### config.mk
export PLATFORM = sky130hd
export DESIGN_NAME = mips_prog_loader
export DESIGN_NICKNAME = d
export VERILOG_FILES = /design/src/rtl/mips_prog_loader.sv
export SDC_FILE = /design/constraint.sdc
export NUM_CORES = 1
export LEC_CHECK = 0
export ABC_AREA = 0
export BUFFER_PORTS_ARGS = -buffer_cell sky130_fd_sc_hd__buf_2
export CAP_MARGIN = 20
export CORE_MARGIN = 2
export CORE_UTILIZATION = 55
export DETAILED_ROUTE_END_ITERATION = 7
export PLACE_DENSITY = 0.83
export SYNTH_ARGS = -nofsm -noshare
export SYNTH_HDL_FRONTEND = slang
export SYNTH_SLANG_ARGS = --single-unit
export TNS_END_PERCENT = 20
### constraint.sdc
create_clock -name clk -period 4.4 [get_ports clk]
set_input_delay 0.88 -clock clk [delete_from_list [all_inputs] [get_ports clk]]
set_output_delay 0.88 -clock clk [all_outputs]
set_load 0.02 [all_outputs]
### src/rtl/mips_prog_loader.sv
// Boot-time program loader for the MIPS_32 core.
// Assembles a big-endian byte stream into 32-bit instruction words,
// writes them to consecutive instruction-memory addresses while the core
// is held halted, and releases the core once the HLT word has been stored.
module mips_prog_loader #(
  parameter int          ADDR_W    = 10,
  parameter int          MAX_WORDS = 1024,
  parameter logic [31:0] HLT_WORD  = 32'hfc000000
) (
  input  logic              clk,
  input  logic              rst,
  input  logic              s_valid,
  input  logic [7:0]        s_data,
  output logic              s_ready,
  input  logic              reload,
  output logic              mem_we,
  output logic [ADDR_W-1:0] mem_addr,
  output logic [31:0]       mem_wdata,
  output logic              core_halt,
  output logic              core_start,
  output logic              done,
  output logic              err_overflow,
  output logic [ADDR_W:0]   word_count
);

  localparam logic [ADDR_W:0] MaxCount = (ADDR_W+1)'(MAX_WORDS);

  typedef enum logic [1:0] {
    ST_LOAD,
    ST_WRITE,
    ST_RUN,
    ST_ERR
  } state_t;

  state_t              state_q;
  logic [1:0]          byteCnt_q;
  logic [23:0]         partial_q;
  logic [ADDR_W-1:0]   addr_q;
  logic                memWe_q;
  logic [ADDR_W-1:0]   memAddr_q;
  logic [31:0]         memWdata_q;
  logic                coreHalt_q;
  logic                coreStart_q;
  logic                done_q;
  logic                errOverflow_q;
  logic [ADDR_W:0]     wordCount_q;

  logic                byteFire;
  logic [31:0]         assembled_d;
  logic [ADDR_W:0]     wordCount_d;

  // Bytes are only taken while collecting a word; WRITE, RUN and ERR stall the stream.
  assign s_ready = (state_q == ST_LOAD);

  assign mem_we       = memWe_q;
  assign mem_addr     = memAddr_q;
  assign mem_wdata    = memWdata_q;
  assign core_halt    = coreHalt_q;
  assign core_start   = coreStart_q;
  assign done         = done_q;
  assign err_overflow = errOverflow_q;
  assign word_count   = wordCount_q;

  // Handshake detection, the word formed by the incoming byte, and the post-write count.
  always_comb begin
    byteFire    = s_valid && s_ready;
    assembled_d = {partial_q, s_data};
    wordCount_d = wordCount_q + 1'b1;
  end

  // Loader FSM: collects four bytes, issues one write cycle, then decides between
  // loading more, releasing the core (HLT) or stopping on capacity overflow.
  always_ff @(posedge clk or posedge rst) begin
    if (rst) begin
      state_q       <= ST_LOAD;
      byteCnt_q     <= 2'd0;
      partial_q     <= 24'd0;
      addr_q        <= '0;
      memWe_q       <= 1'b0;
      memAddr_q     <= '0;
      memWdata_q    <= 32'd0;
      coreHalt_q    <= 1'b1;
      coreStart_q   <= 1'b0;
      done_q        <= 1'b0;
      errOverflow_q <= 1'b0;
      wordCount_q   <= '0;
    end else begin
      case (state_q)
        ST_LOAD: begin
          if (byteFire) begin
            partial_q <= assembled_d[23:0];
            if (byteCnt_q == 2'd3) begin
              byteCnt_q  <= 2'd0;
              memWe_q    <= 1'b1;
              memAddr_q  <= addr_q;
              memWdata_q <= assembled_d;
              state_q    <= ST_WRITE;
            end else begin
              byteCnt_q <= byteCnt_q + 2'd1;
            end
          end
        end
        ST_WRITE: begin
          memWe_q     <= 1'b0;
          wordCount_q <= wordCount_d;
          addr_q      <= addr_q + 1'b1;
          if (memWdata_q == HLT_WORD) begin
            coreHalt_q  <= 1'b0;
            done_q      <= 1'b1;
            coreStart_q <= 1'b1;
            state_q     <= ST_RUN;
          end else if (wordCount_d == MaxCount) begin
            errOverflow_q <= 1'b1;
            state_q       <= ST_ERR;
          end else begin
            state_q <= ST_LOAD;
          end
        end
        ST_RUN, ST_ERR: begin
          coreStart_q <= 1'b0;
          if (reload) begin
            state_q       <= ST_LOAD;
            byteCnt_q     <= 2'd0;
            addr_q        <= '0;
            coreHalt_q    <= 1'b1;
            done_q        <= 1'b0;
            errOverflow_q <= 1'b0;
            wordCount_q   <= '0;
          end
        end
        default: begin
          state_q <= ST_LOAD;
        end
      endcase
    end
  end

endmodule

Word-level counts from Yosys, hierarchy flattened
Index checks and enable logic that the tools add are counted.
{"block": "word_totals", "wordCells": 68, "reg_bits": 96, "out_inout_bits": 59, "inputBits": 12}
{"block": "classes", "n_eq_ne": 12, "n_reduce_logical": 15, "addsub": 3, "muxes": 26}
{"op": "$eq A32 B32 Y1 const B", "count": 1}
{"op": "$pmux W11 S2", "count": 1}
{"op": "$pmux W10 S2", "count": 1}
{"op": "$reduce_and A3 Y1", "count": 5}
{"op": "$mux W2", "count": 7}
{"op": "$add A11 B1 Y11 const B", "count": 1}
{"op": "$eq A11 B11 Y1 const B", "count": 1}
{"op": "$mux W11", "count": 1}
{"op": "$add A10 B1 Y10 const B", "count": 1}
{"op": "$mux W10", "count": 1}
{"op": "$pmux W1 S2", "count": 5}
{"op": "$mux W1", "count": 8}
{"op": "$ne A2 B2 Y1 const B", "count": 4}
{"op": "$eq A2 B2 Y1 const B", "count": 3}
{"op": "$pmux W2 S3", "count": 1}
{"op": "$reduce_and A2 Y1", "count": 3}
{"op": "$reduce_bool A2 Y1", "count": 3}
{"op": "$ne A2 B1 Y1 const B", "count": 2}
{"op": "$pmux W2 S2", "count": 1}
{"op": "$reduce_and A4 Y1", "count": 1}
{"op": "$add A2 B1 Y2 const B", "count": 1}
{"op": "$eq A2 B1 Y1 const B", "count": 1}
{"op": "$logic_not A2 Y1", "count": 1}
{"op": "$reduce_or A2 Y1", "count": 1}
{"op": "$logic_and A1 B1 Y1", "count": 1}

Logic depth before layout (Yosys ltp)
{"block": "logic_depth", "ltp_word": 5, "depth_mapped": 6, "mapped_depth_nobuf": 6}

Least setup slack after synthesis
Ideal clock, no wire load.
{"block": "synth_path", "path_type": "register -> register", "from": "register wordCount_q[0] (netlist: word_count[0])", "to": "register errOverflow_q (netlist: err_overflow)", "period_less_slack_ps": 2353, "path_buffers": 0, "arrival_ps": 2258, "path_stages_with_launch": 7, "setup_ps": 95, "setup_slack_ps": 2047, "t_required_ps": 4305, "path_cell_list": "dfrtp_1 > ha_1 > nand3_4 > or4_4 > a2111oi_4 > nand3_1 > o31ai_1"}
{"block": "synth_via", "elab_chain_cells": 4}
{"element": "start, declared", "line_no": "46", "rtl": "logic [ADDR_W:0] wordCount_q;"}
{"element": "start signal, assigned", "line_no": "105", "rtl": "wordCount_q <= wordCount_d;"}
{"element": "$add A11 B1 Y11", "line_no": "68", "rtl": "wordCount_d = wordCount_q + 1'b1;"}
{"element": "$eq A11 B11 Y1", "line_no": "112", "rtl": "end else if (wordCount_d == MaxCount) begin"}
{"element": "$ne A2 B2 Y1 (no source line)"}
{"element": "$reduce_and A4 Y1 (no source line)"}
{"element": "end signal, assigned", "line_no": "85", "rtl": "errOverflow_q <= 1'b0;"}
{"element": "end signal, assigned", "line_no": "113", "rtl": "errOverflow_q <= 1'b1;"}
{"element": "end signal, assigned", "line_no": "127", "rtl": "errOverflow_q <= 1'b0;"}
{"element": "end, declared", "line_no": "45", "rtl": "logic errOverflow_q;"}
No other way between the ends.
A chain may end at the register's enable or synchronous reset.

Final worst setup path
{"block": "layout_path", "from": "input port s_valid", "to": "register memAddr_q[2] (netlist: mem_addr[2])"}
{"block": "layout_via", "elab_chain_cells": 2}
{"element": "start, declared", "line_no": "12", "rtl": "input logic s_valid,"}
{"element": "$logic_and A1 B1 Y1", "line_no": "66", "rtl": "byteFire = s_valid && s_ready;"}
{"element": "$reduce_and A3 Y1 (no source line)"}
{"element": "end signal, assigned", "line_no": "95", "rtl": "memAddr_q <= addr_q;"}
{"element": "end, declared", "line_no": "40", "rtl": "logic [ADDR_W-1:0] memAddr_q;"}
No other way between the ends.

==> results.ini <==
[pwr]
power.density_mw_per_mm2 = 669
ir_worst_vdd_v = 0.000438
p_leak_uw = 0.00218

[placed_design]
placedInstanceArea_mm2 = 0.00457
port-buffer-count = 70
place.gp.congestion = 0.766
hpwl_mm = 5.73
dp_cells = 484

[setup_path]
r2r-start = state_q[1]$_DFFE_PP0P_
start_kind = primary input
cp_top_family = simple AND/OR/NAND/NOR gates
crit_path_max_fanout = 42
crit_arrival_ns = 2.80
required_ns = 4.64
path_buf_inv = 2
critical_path_class = primary input to flop
cp-end-kind = flop
crit_chain = buf_2 > nor3b_2 > buf_4 > and2_2 > mux2_2
critPathLaunch = s_valid
crit_path_max_incr_delay_ns = 0.87
crit_slowest_cell = and2_2

[die]
core_mm2 = 0.00725
initial_core_util_pct = 56.8
die_w_um = 90.5
num_rows = 31
dieArea_mm2 = 0.00819
pin_count = 71
die_h_um = 90.5

[finish]
drive_gt1_share_pct = 40.3
area_growth_syn_to_layout_pct = 15.7
num-fill-cells = 570
fin_cells = 501
nets = 413
utilization_pct = 65.7
diodes = 0
final_area_mm2 = 0.00477

[synthesis]
syn_avg_cell_area_um2 = 12.6
synth_cells = 328
syn-num-nets = 344
netlist_area_mm2 = 0.00412
synth_edf_count = 0
synth_top_area_share_pct = 57.7
ys_seq_area_share_pct = 58.4
ys_ff_latch = 96
synth_area_leader_cell = dfrtp_1
synth_area_leaders = dfrtp_1, mux2_2, o21ai_0
synth_common_cells = dfrtp_1, mux2_2, nand2_1
synth_cell_type_count = 42
yosysMostFrequentCell = dfrtp_1
synthFlopType = dfrtp_1
synth-async-reset-ratio_pct = 100
ys_warn_count = 0

[route]
wire_per_inst_um = 16.4
first_pass_iters = 4
wl_mm = 8.22
vias_per_cell = 5.57
ant_nets = 0
route.detailed.drc = 0
dr_total_vias = 2793
drtIter0Drc = 164

[clocking]
tritoncts = built
clockRootBuffer = clkbuf_8
cts_resized = 0
cts_buffer_depth = 2
clk_latency_ns = 0.36
cts-hold-fix-buffers = 0
postCtsSetupRepairBufs = 0
cts.clk_slew.worst_paths_ns = 0.09
cts.htree.levels = 3
cts_buffers = 9
clkSinkCount = 96

[global_routing]
grt_start_max_net_pins = 43
antenna_found_initial = 0
grtUsageTotal_pct = 21.5
grt_pass1_wl_mm = 14.0
overflow = 0
grt_pass1_vias = 2859

[timing]
relSlewSlack_pct = 28.8
finalSetupTns_ns = 0
tightest_slew_ns = 1.07
finalHoldViolCount = 0
rsz0062_at_grt = false
post-route-period-util_pct = 58.2
fmax_mhz = 391
setup_viol = 0
skew_ns = 0.0102
drv_slew = 0
finalCriticalPeriod_ns = 2.56
fin_hold_ws_ns = 0.505

[min_path]
hold_start = core_start$_DFFE_PP0P_
holdCritPathClass = flop to flop

[job]
cap_violations = 0

[outcome]
status = complete, no violations

-- layout make-up --
type | count | area, um^2 | share of cell area (%)
sequential | 96 | 2400 | 50.4
multi-input combinational | 212 | 1640 | 34.4
timing repair buffer | 75 | 398 | 8.35
clock buffer | 11 | 131 | 2.76
tap | 99 | 124 | 2.60
clock inverter | 5 | 56.3 | 1.18
inverter | 3 | 12.5 | 0.263
-- report_power, final --
part           internal (uW)  total, uW  switching [uW]
registers               1220       1520             302
clock network            264        562             299
logic                    500       1100             601
-- layout by cell type, fill, tap and decap left out, drive strengths merged, types with 2 or more instances in the layout --
cell type	instances
dfrtp	95
buf	74
mux2	66
nand2	23
o21ai	21
nor2	17
clkbuf	12
nand3	9
a21oi	8
nor4	7
nand4	5
xnor2	5
nand4b	4
nor3	4
ha	4
and2	4
a31oi	3
o22ai	3
a22o	3
xor2	3
clkinv	3
inv	3
o31ai	2
mux2i	2
and3	2
or3	2
nor2b	2
o21bai	2
or4	2
-- flip-flops by register name, summed over array words and instances, names as in the netlist --
name / flops
addr_q: 10
err_overflow: 1
word_count: 11
byteCnt_q: 2
mem_wdata: 32
mem_addr: 10
core_halt: 1
state_q: 2
mem_we: 1
done: 1
partial_q: 24
core_start: 1
-- metrics by stage --
step           setup WS [ns]  total power (uW)
2_1_floorplan           1.02              2240
4_1_cts                 1.84              3210
5_1_grt                 1.71              3380
3_5_place_dp            1.46              2650
6_report                1.84              3190
3_3_place_gp            1.53              2580
-- layer usage --
| layer | vias up | GRT usage (%) | wire, um | part of all wire [%] |
|---|---|---|---|---|
| li1 | 1322 | - | - | - |
| met1 | 1391 | 28.0 | 3750 | 46 |
| met2 | 69 | 35.9 | 3950 | 48 |
| met3 | 11 | 3.84 | 370 | 4.5 |
| met4 | 0 | 8.08 | 140 | 1.7 |
| met5 | - | 0 | 0 | 0 |
-- final timing paths --
| check | end | slack (ns) | cells past startpoint |
|---|---|---|---|
| min reg2reg | core_start$_DFFE_PP0P_ | 0.51 | 2 |
| max | mem_addr[2]$_DFFE_PP0P_ | 1.84 | 5 |
| min | core_start$_DFFE_PP0P_ | 0.51 | 2 |
| max in group asynchronous | mem_wdata[27]$_DFFE_PP0P_ | 2.79 | 4 |
| min in group asynchronous | word_count[3]$_DFFE_PP0P_ | 0.58 | 2 |
| max reg2reg | mem_addr[2]$_DFFE_PP0P_ | 1.87 | 4 |
-- worst register-to-register path, delay by kind of cell, from the launching register on --
family	cells	cell delay [ns]
AND/OR/NAND/NOR	2	1.07
flip-flops	1	0.53
buffers and inverters	1	0.35
multiplexers	1	0.47
-- logic make-up (layout without fill, tap and decap cells) --
group	Yosys count	count (layout)	synth area share (%)
xor+xnor	8	8	1.70
fa+ha+maj	4	4	1.22
compound gates	46	46	7.11
mux	68	68	18.5
flops	96	96	58.4
buf+inv	20	94	1.94
simple gates	86	86	11.1
Note: power is estimated with default switching activity, not from simulation.
